## config.mk

```make
export PLATFORM = sky130hd
export DESIGN_NAME = mem_arbiter
export DESIGN_NICKNAME = d
export VERILOG_FILES = /design/src/rtl/mem_pkg.sv /design/src/rtl/wait_timer.sv /design/src/rtl/mem_arbiter.sv
export SDC_FILE = /design/constraint.sdc
export NUM_CORES = 1
export LEC_CHECK = 0
export ABC_AREA = 1
export BUFFER_PORTS_ARGS = -buffer_cell sky130_fd_sc_hd__clkbuf_2
export CORE_ASPECT_RATIO = 0.7
export CORE_UTILIZATION = 48
export DETAILED_ROUTE_END_ITERATION = 10
export PLACE_DENSITY_LB_ADDON = 0.08
export REMOVE_ABC_BUFFERS = 1
export SYNTH_ARGS = -nofsm -noshare
export SYNTH_HDL_FRONTEND = slang
export SYNTH_SLANG_ARGS = --single-unit
```

## constraint.sdc

```tcl
create_clock -name clk -period 2.05 [get_ports clk]
set_input_delay 0 -clock clk [delete_from_list [all_inputs] [get_ports clk]]
set_output_delay 0 -clock clk [all_outputs]
set_load 0.01 [all_outputs]
```

## src/rtl/mem_pkg.sv

```systemverilog
// Shared types and constants for the memory bus arbiter.
package mem_pkg;

  // Bus sequencer states.
  typedef enum logic [1:0] {
    IDLE,
    ACCESS,
    RESP
  } mem_state_e;

  // Which requester owns the access currently in flight.
  typedef enum logic {
    GRANT_FETCH,
    GRANT_DATA
  } mem_grant_e;

  // Consecutive arbitration losses a pending fetch tolerates before it is forced through.
  localparam int unsigned STARVE_LIMIT = 2;
  localparam int unsigned STARVE_W     = 2;

endpackage

```

## src/rtl/wait_timer.sv

```systemverilog
// Counts ACCESS wait cycles and flags the last cycle allowed before an abort.
module wait_timer #(
  parameter int unsigned TIMEOUT = 255
) (
  input  logic clk,
  input  logic rst,
  input  logic clear,
  input  logic en,
  output logic tc
);

  // A TIMEOUT of 0 disables the abort, but the counter keeps at least one bit.
  localparam int unsigned           CNT_W    = (TIMEOUT == 0) ? 1 : $clog2(TIMEOUT + 1);
  localparam logic [CNT_W-1:0]      LAST_CNT = (TIMEOUT == 0) ? '0 : CNT_W'(TIMEOUT - 1);

  logic [CNT_W-1:0] count;

  // Wait counter: held at zero outside ACCESS, advances on each cycle without mem_ready.
  // NOTE: sequential state is written with <= so every flop samples its pre-edge inputs.
  always_ff @(posedge clk) begin
    if (rst || clear) begin
      count <= '0;
    end else if (en) begin
      count <= count + CNT_W'(1);
    end
  end

  assign tc = (TIMEOUT != 0) && (count == LAST_CNT);

endmodule

```

## src/rtl/mem_arbiter.sv

```systemverilog
// Arbitrates the fetch and data ports onto a single external memory bus,
// one access at a time, with a mem_ready handshake and a wait timeout.
module mem_arbiter
  import mem_pkg::*;
#(
  parameter int unsigned ADDR_WIDTH = 32,
  parameter int unsigned DATA_WIDTH = 32,
  parameter int unsigned TIMEOUT    = 255
) (
  input  logic                  clk,
  input  logic                  rst,
  input  logic                  fetch_req,
  input  logic [ADDR_WIDTH-1:0] fetch_addr,
  output logic                  fetch_ack,
  output logic [DATA_WIDTH-1:0] fetch_data,
  input  logic                  data_req,
  input  logic                  data_wr,
  input  logic [ADDR_WIDTH-1:0] data_addr,
  input  logic [DATA_WIDTH-1:0] data_wdata,
  output logic                  data_ack,
  output logic [DATA_WIDTH-1:0] data_rdata,
  output logic [ADDR_WIDTH-1:0] mem_addr,
  output logic [DATA_WIDTH-1:0] mem_wdata,
  input  logic [DATA_WIDTH-1:0] mem_rdata,
  output logic                  mem_rd,
  output logic                  mem_wr,
  input  logic                  mem_ready,
  output logic                  bus_err,
  output logic                  busy
);

  mem_state_e           state;
  mem_grant_e           grant;
  logic                 op_wr;
  logic [STARVE_W-1:0]  starve_cnt;

  logic                 fetch_wins;
  logic                 timer_clear;
  logic                 timer_en;
  logic                 timer_tc;
  logic                 timed_out;

  wait_timer #(
    .TIMEOUT (TIMEOUT)
  ) u_wait_timer (
    .clk   (clk),
    .rst   (rst),
    .clear (timer_clear),
    .en    (timer_en),
    .tc    (timer_tc)
  );

  // Arbitration decision and wait-timer control for the current cycle.
  // NOTE: every signal gets a default first so no path through this block infers a latch.
  always_comb begin
    fetch_wins  = 1'b0;
    timer_clear = 1'b1;
    timer_en    = 1'b0;
    timed_out   = 1'b0;

    fetch_wins  = fetch_req && (!data_req || (starve_cnt == STARVE_W'(STARVE_LIMIT)));
    timer_clear = (state != ACCESS);
    timer_en    = (state == ACCESS) && !mem_ready;
    timed_out   = (state == ACCESS) && !mem_ready && timer_tc;
  end

  // Starvation tracking: counts arbitrations a pending fetch loses to data.
  always_ff @(posedge clk) begin
    if (rst || !fetch_req) begin
      starve_cnt <= '0;
    end else if (state == IDLE) begin
      starve_cnt <= fetch_wins ? '0 : starve_cnt + STARVE_W'(1);
    end
  end

  // Bus sequencer with registered strobes, acks, error flag and read data.
  always_ff @(posedge clk) begin
    if (rst) begin
      state      <= IDLE;
      grant      <= GRANT_FETCH;
      op_wr      <= 1'b0;
      mem_addr   <= '0;
      mem_wdata  <= '0;
      mem_rd     <= 1'b0;
      mem_wr     <= 1'b0;
      fetch_ack  <= 1'b0;
      fetch_data <= '0;
      data_ack   <= 1'b0;
      data_rdata <= '0;
      bus_err    <= 1'b0;
      busy       <= 1'b0;
    end else begin
      case (state)
        IDLE: begin
          if (fetch_req || data_req) begin
            state <= ACCESS;
            busy  <= 1'b1;
            if (fetch_wins) begin
              grant     <= GRANT_FETCH;
              op_wr     <= 1'b0;
              mem_addr  <= fetch_addr;
              mem_wdata <= '0;
              mem_rd    <= 1'b1;
              mem_wr    <= 1'b0;
            end else begin
              grant     <= GRANT_DATA;
              op_wr     <= data_wr;
              mem_addr  <= data_addr;
              mem_wdata <= data_wdata;
              mem_rd    <= !data_wr;
              mem_wr    <= data_wr;
            end
          end
        end

        ACCESS: begin
          if (mem_ready || timed_out) begin
            state   <= RESP;
            mem_rd  <= 1'b0;
            mem_wr  <= 1'b0;
            bus_err <= !mem_ready;
            if (grant == GRANT_FETCH) begin
              fetch_ack  <= 1'b1;
              fetch_data <= mem_ready ? mem_rdata : '0;
            end else begin
              data_ack <= 1'b1;
              // Stores leave the load-data register untouched.
              if (!op_wr) begin
                data_rdata <= mem_ready ? mem_rdata : '0;
              end
            end
          end
        end

        RESP: begin
          state     <= IDLE;
          busy      <= 1'b0;
          fetch_ack <= 1'b0;
          data_ack  <= 1'b0;
          bus_err   <= 1'b0;
        end

        default: begin
          state <= IDLE;
        end
      endcase
    end
  end

endmodule

```

==> metrics.yaml, run 1 <==
worst_setup_path_start_kind: "flop"
slew_headroom: 0.6576
core-area_um2: 13230
hp-class: "in -> reg"
cts_buffer_depth: 2
die_h_um: 99.83
ys_ff_latch: 148
overflow: 0
cts_buffers: 17
seq_area_frac_synth: 0.4515
finalHoldViolations: 0
grt_max_degree: 96
yosysUniqueCellTypes: 26
cts_resized: 0
crit_type: "reg -> reg"
row_count: 35
synth_area_leaders: "dfxtp_1, nand2_1, inv_1"
syn_area_um2: 6563
io_pins: 268
die_area_um2: 14150
track_usage: 0.2914
cts-root-buf: "clkbuf_16"
drt-pass1-iter-count: 5
drv_cap: 0
finClkSkew_ns: 0.01183
drive_above_1_share: 0.2400
finalCriticalPeriod_ns: 1.835
drt_iter0_drc: 338
vias: 7283
cpPeakStageDelay_ns: 0.34
fin_ws_ns: 0.2148
critPathSlowestCell: "buf_12"
antenna_left: 0
yosysTopAreaCell: "dfxtp_1"
drcViolationCount: 0
worst_path_most_repeated_cell: "inv_1"
finalWirelength_um: 20210
io_buffers: 267
die_w_um: 141.8
insertedDiodeCount: 0
hold_buffers: 131
required_ns: 2.36
clk_pin_slew_ns: 0.07
setup_viol: 0
cp_cell_sequence: "inv_1, ha_1, inv_1, a21oi_4, buf_12, nand3_1, o211ai_1, inv_1"
worstMarginPinSlew_ns: 0.5130
fin_crit_sh: 0.8952
power_density_nw_per_um2: 831.9
cts.sinks: 148
final_cell_mix: "nand2_1, clkbuf_2, dfxtp_1"
final_common_cell: "nand2_1"
synthToLayoutAreaGrowth_pct: 52.01
ir_drop_uv: 602.7
viasPerCell: 4.732
preCtsSetupSlack_ns: 0.2763
status: "finished, final reports clean"
hold_slack_ns: 0.06793
post_cts_buffers: 0
path_buf_inv: 4
final_nets: 1482
synth_top_area_share: 0.4515
synth_warnings: 0
clkLatencyLatePin_ns: 0.42
cp.arrival_ns: 2.15
crit_path_end_kind: "flop"
cts_tree: "yes"
start_util: 0.4962
wl_per_cell_um: 13.13
crit_family: "buffers and inverters"
grt_antenna_before_repair: 0
htreeDepth: 4
avgSynthCellArea_um2: 6.786
grt_pass1_vias: 6886
syn_inst: 967
grt_pass1_wl_um: 32770
gp_congestion: 0.7809
finalSetupTns_ns: 0
fmax_mhz: 544.9
worstPathMaxFanout: 95
slew_viol_final: 0
dpl.hpwl_um: 11910
p_leak_nw: 5.386
rsz0062_at_grt: "no"
==> cells by family after synthesis <==
group / share of synthesized area
flip-flops: 0.4515
AND/OR/NAND/NOR: 0.3182
buffers and inverters: 0.1256
adder cells (fa/ha/maj): 0.01335
AO/OA/AOI/OAI: 0.09133
==> cell type report <==
| class | instances | area (um^2) |
|---|---|---|
| Clock buffer | 20 | 436.7 |
| Clock inverter | 12 | 180.2 |
| Fill cell | 992 | 3249 |
| Inverter | 145 | 545.5 |
| Multi-Input combinational cell | 614 | 2794 |
| Sequential cell | 148 | 2963 |
| Tap cell | 185 | 231.5 |
| Timing Repair Buffer | 415 | 2825 |
==> cells in the mapped netlist <==
cell / instances
nor2_4: 1
inv_1: 143
a21oi_1: 58
buf_4: 2
a211oi_1: 1
dfxtp_1: 148
inv_2: 2
nand2_4: 1
nor2_1: 122
o21a_1: 1
ha_1: 7
o21ai_2: 1
buf_2: 20
nand2_2: 2
and3_1: 1
clkbuf_1: 31
nand3_1: 84
o21ai_0: 7
buf_6: 3
nand4_1: 12
nand3_4: 2
nor3_1: 3
o21ba_2: 1
nand2_1: 278
o211ai_1: 32
buf_1: 4
==> sequential cells by signal, summed over array words and instances, names as in the netlist <==
name,count
bus_err,1
busy,1
data_ack,1
data_rdata,32
fetch_ack,1
fetch_data,32
grant,1
mem_addr,32
mem_rd,1
mem_wdata,32
mem_wr,1
op_wr,1
starve_cnt,2
state,2
u_wait_timer.count,8
==> routing by layer <==
metal  vias to the layer above  track usage  share of wire
met3                        63      0.07777          0.066
met1                      3212       0.3543           0.42
met5                         -            0              0
met4                         0       0.1497          0.035
met2                       269       0.4782           0.47
li1                       3739            -              -
==> report_power, final <==
part | internal (mW) | switching [mW] | total, mW
clock network | 2.04 | 1.24 | 3.28
logic | 0.750 | 0.981 | 1.73
registers | 3.14 | 0.145 | 3.28
==> path summary, 6_finish.rpt <==
kind,from,end,slack [ns],depth (start not counted)
setup / recovery,state[1],mem_addr[12],0.21,8
hold / removal,data_req,busy,0.07,4
setup reg to reg,state[1],mem_addr[12],0.21,8
hold reg to reg,mem_wdata[18],mem_wdata[18],0.46,2
==> metrics by stage <==
stage                     utilization  area [um^2]  power, mW  instances
after floorplan                     -         6282      4.196        907
after global placement         0.6085         8048      4.828       1376
after detailed placement       0.6085         8048      4.834       1376
after CTS                      0.7543         9976      8.323       1539
after global routing           0.7543         9976      8.692       1539
final                          0.7543         9976      8.299       1539
==> tightest hold or removal path, stage by stage <==
cell      delay (ns)
clkbuf_2        0.07
inv_1           0.09
nand3_1         0.17
a21oi_1         0.09
No activity file was read; power rests on OpenSTA's default activity.
==> run 2: changes to the inputs <==
--- a/config.mk
+++ b/config.mk
@@ -7,8 +7,10 @@
 export LEC_CHECK = 0
 export ABC_AREA = 1
 export BUFFER_PORTS_ARGS = -buffer_cell sky130_fd_sc_hd__clkbuf_2
+export CELL_PAD_IN_SITES_DETAIL_PLACEMENT = 1
+export CELL_PAD_IN_SITES_GLOBAL_PLACEMENT = 2
 export CORE_ASPECT_RATIO = 0.7
-export CORE_UTILIZATION = 48
+export CORE_UTILIZATION = 25
 export DETAILED_ROUTE_END_ITERATION = 10
 export PLACE_DENSITY_LB_ADDON = 0.08
 export REMOVE_ABC_BUFFERS = 1
==> metrics.yaml, run 2 (synthesis results as in run 1) <==
cts_buffer_depth: 2  # unchanged
io_pins: 268  # unchanged
insertedDiodeCount: 0  # unchanged
clkLatencyLatePin_ns: 0.43  # was 0.42 ns
antenna_left: 0  # unchanged
grt_antenna_before_repair: 0  # unchanged
finClkSkew_ns: 0.01277  # was 0.01183 ns
reg2reg_to: "mem_addr[6]"  # was mem_addr[12]
status: "finished, final reports clean"  # unchanged
dpl.hpwl_um: 16050  # was 11910 um
grt_pass1_wl_um: 38560  # was 32770 um
row_count: 49  # was 35
die_w_um: 195.7  # was 141.8 um
reg2reg_depth: 8  # unchanged
cts.sinks: 148  # unchanged
fmax_mhz: 571.7  # was 544.9 MHz
die_area_um2: 26910  # was 14150 um^2
viasPerCell: 4.251  # was 4.732
rsz0062_at_grt: "no"  # unchanged
place_inst: 1527  # was 1376
drcViolationCount: 0  # unchanged
drive_above_1_share: 0.2428  # was 0.2400
cts-root-buf: "clkbuf_16"  # unchanged
drt-pass1-iter-count: 4  # was 5
worst_setup_path_start_kind: "flop"  # unchanged
finalHoldViolations: 0  # unchanged
fin_crit_sh: 0.8532  # was 0.8952
wl_per_cell_um: 14.31  # was 13.13 um
multi_input_area_um2: 2794  # unchanged
drv_cap: 0  # unchanged
io_buffers: 267  # unchanged
worstMarginPinSlew_ns: 0.4162  # was 0.5130 ns
finalWirelength_um: 24190  # was 20210 um
hp-class: "in -> reg"  # unchanged
fillCellCount: 3270  # was 992
start_util: 0.2549  # was 0.4962
track_usage: 0.1816  # was 0.2914
cts_buffers: 17  # unchanged
ff_latch_area_um2: 2963  # unchanged
r2r_start: "state[0]"  # was state[1]
core-area_um2: 25750  # was 13230 um^2
placedInstanceArea_um2: 8330  # was 8048 um^2
final_cell_mix: "nand2_1, clkbuf_2, dfxtp_1"  # unchanged
drt_iter0_drc: 217  # was 338
cp.arrival_ns: 2.07  # was 2.15 ns
min_path_cells: 4  # unchanged
crit_type: "reg -> reg"  # unchanged
die_h_um: 137.6  # was 99.83 um
gp_congestion: 0.7115  # was 0.7809
total_power_mw: 8.451  # was 8.299 mW
r2r_setup_slack_ns: 0.30  # was 0.21 ns
preCtsSetupSlack_ns: 0.3125  # was 0.2763 ns
final_nets: 1487  # was 1482
synthToLayoutAreaGrowth_pct: 56.43  # was 52.01%
final_common_cell: "nand2_1"  # unchanged
crit_path_end_kind: "flop"  # unchanged
overflow: 0  # unchanged
vias: 7185  # was 7283
finalCriticalPeriod_ns: 1.749  # was 1.835 ns
cts_tree: "yes"  # unchanged
worstPathMaxFanout: 32  # was 95
p_leak_nw: 5.441  # was 5.386 nW
grt_max_degree: 70  # was 96
hold_slack_ns: 0.04943  # was 0.06793 ns
setup_viol: 0  # unchanged
ir_drop_uv: 532.1  # was 602.7 uV
holdPathEnd: "u_wait_timer.count[5]"  # was busy
htreeDepth: 4  # unchanged
final_area_um2: 10270  # was 9976 um^2
grt_pass1_vias: 7547  # was 6886
hp-start: "rst"  # was data_req
clk_pin_slew_ns: 0.06  # was 0.07 ns
slew_viol_final: 0  # unchanged
slew_headroom: 0.7226  # was 0.6576
required_ns: 2.37  # was 2.36 ns
fin_ws_ns: 0.3010  # was 0.2148 ns
power_density_nw_per_um2: 823.2  # was 831.9 nW/um^2
stdcell_count: 1690  # was 1539
-- run 2: final cells by class --
cell class / instances / share of cell area
inverter: 145 / 0.05314
timing repair buffer: 420 / 0.2849
clock inverter: 7 / 0.01158
clock buffer: 25 / 0.04924
sequential: 148 / 0.2886
multi-input combinational: 614 / 0.2722
tap: 331 / 0.04034
-- run 2: worst max-delay path by stage --
| stage | start | slack, ns | cells past startpoint | endpoint |
|---|---|---|---|---|
| after floorplan | state[0] | -4.31 | 7 | mem_wdata[0] |
| after global placement | u_wait_timer.count[1] | 0.35 | 9 | data_rdata[18] |
| after detailed placement | state[0] | 0.31 | 8 | mem_addr[4] |
| after CTS | state[0] | 0.30 | 8 | mem_addr[6] |
| after global routing | state[0] | 0.1 | 8 | mem_addr[2] |
| final | state[0] | 0.30 | 8 | mem_addr[6] |
-- run 2: repair_timing --
item                      CTS  global route
gates resized for setup     0             0
setup buffers               0             0
hold buffers              131             0
hold endpoints to repair  135             0
-- run 2: critical path: stages, from the launching register on --
cell      delay [ns]
dfxtp_1         0.34
inv_1           0.10
ha_1            0.24
inv_1           0.12
a21oi_4         0.20
buf_4           0.36
nand3_1         0.13
o211ai_1        0.09
inv_1           0.06
-- run 2: per-layer routing --
| metal | track usage | wire length (um) | up-vias |
|---|---|---|---|
| li1 | - | - | 3738 |
| met1 | 0.2191 | 11260 | 3296 |
| met2 | 0.3085 | 11180 | 127 |
| met3 | 0.05826 | 1363 | 24 |
| met4 | 0.05686 | 395 | 0 |
| met5 | 0 | 0 | - |
-- run 2: report_power, final --
part / total [mW] / internal [mW] / leakage [nW] / switching [mW]
logic: 1.81 / 0.778 / 3.93 / 1.03
clock network: 3.36 / 2.08 / 0.300 / 1.28
registers: 3.28 / 3.14 / 1.21 / 0.140
-- run 2: per-stage QoR --
step                utilization  setup TNS (ns)
floorplan                     -         -239.94
global placement         0.3235               0
detailed placement       0.3235               0
CTS                      0.3987               0
global route             0.3987               0
finish                   0.3987               0
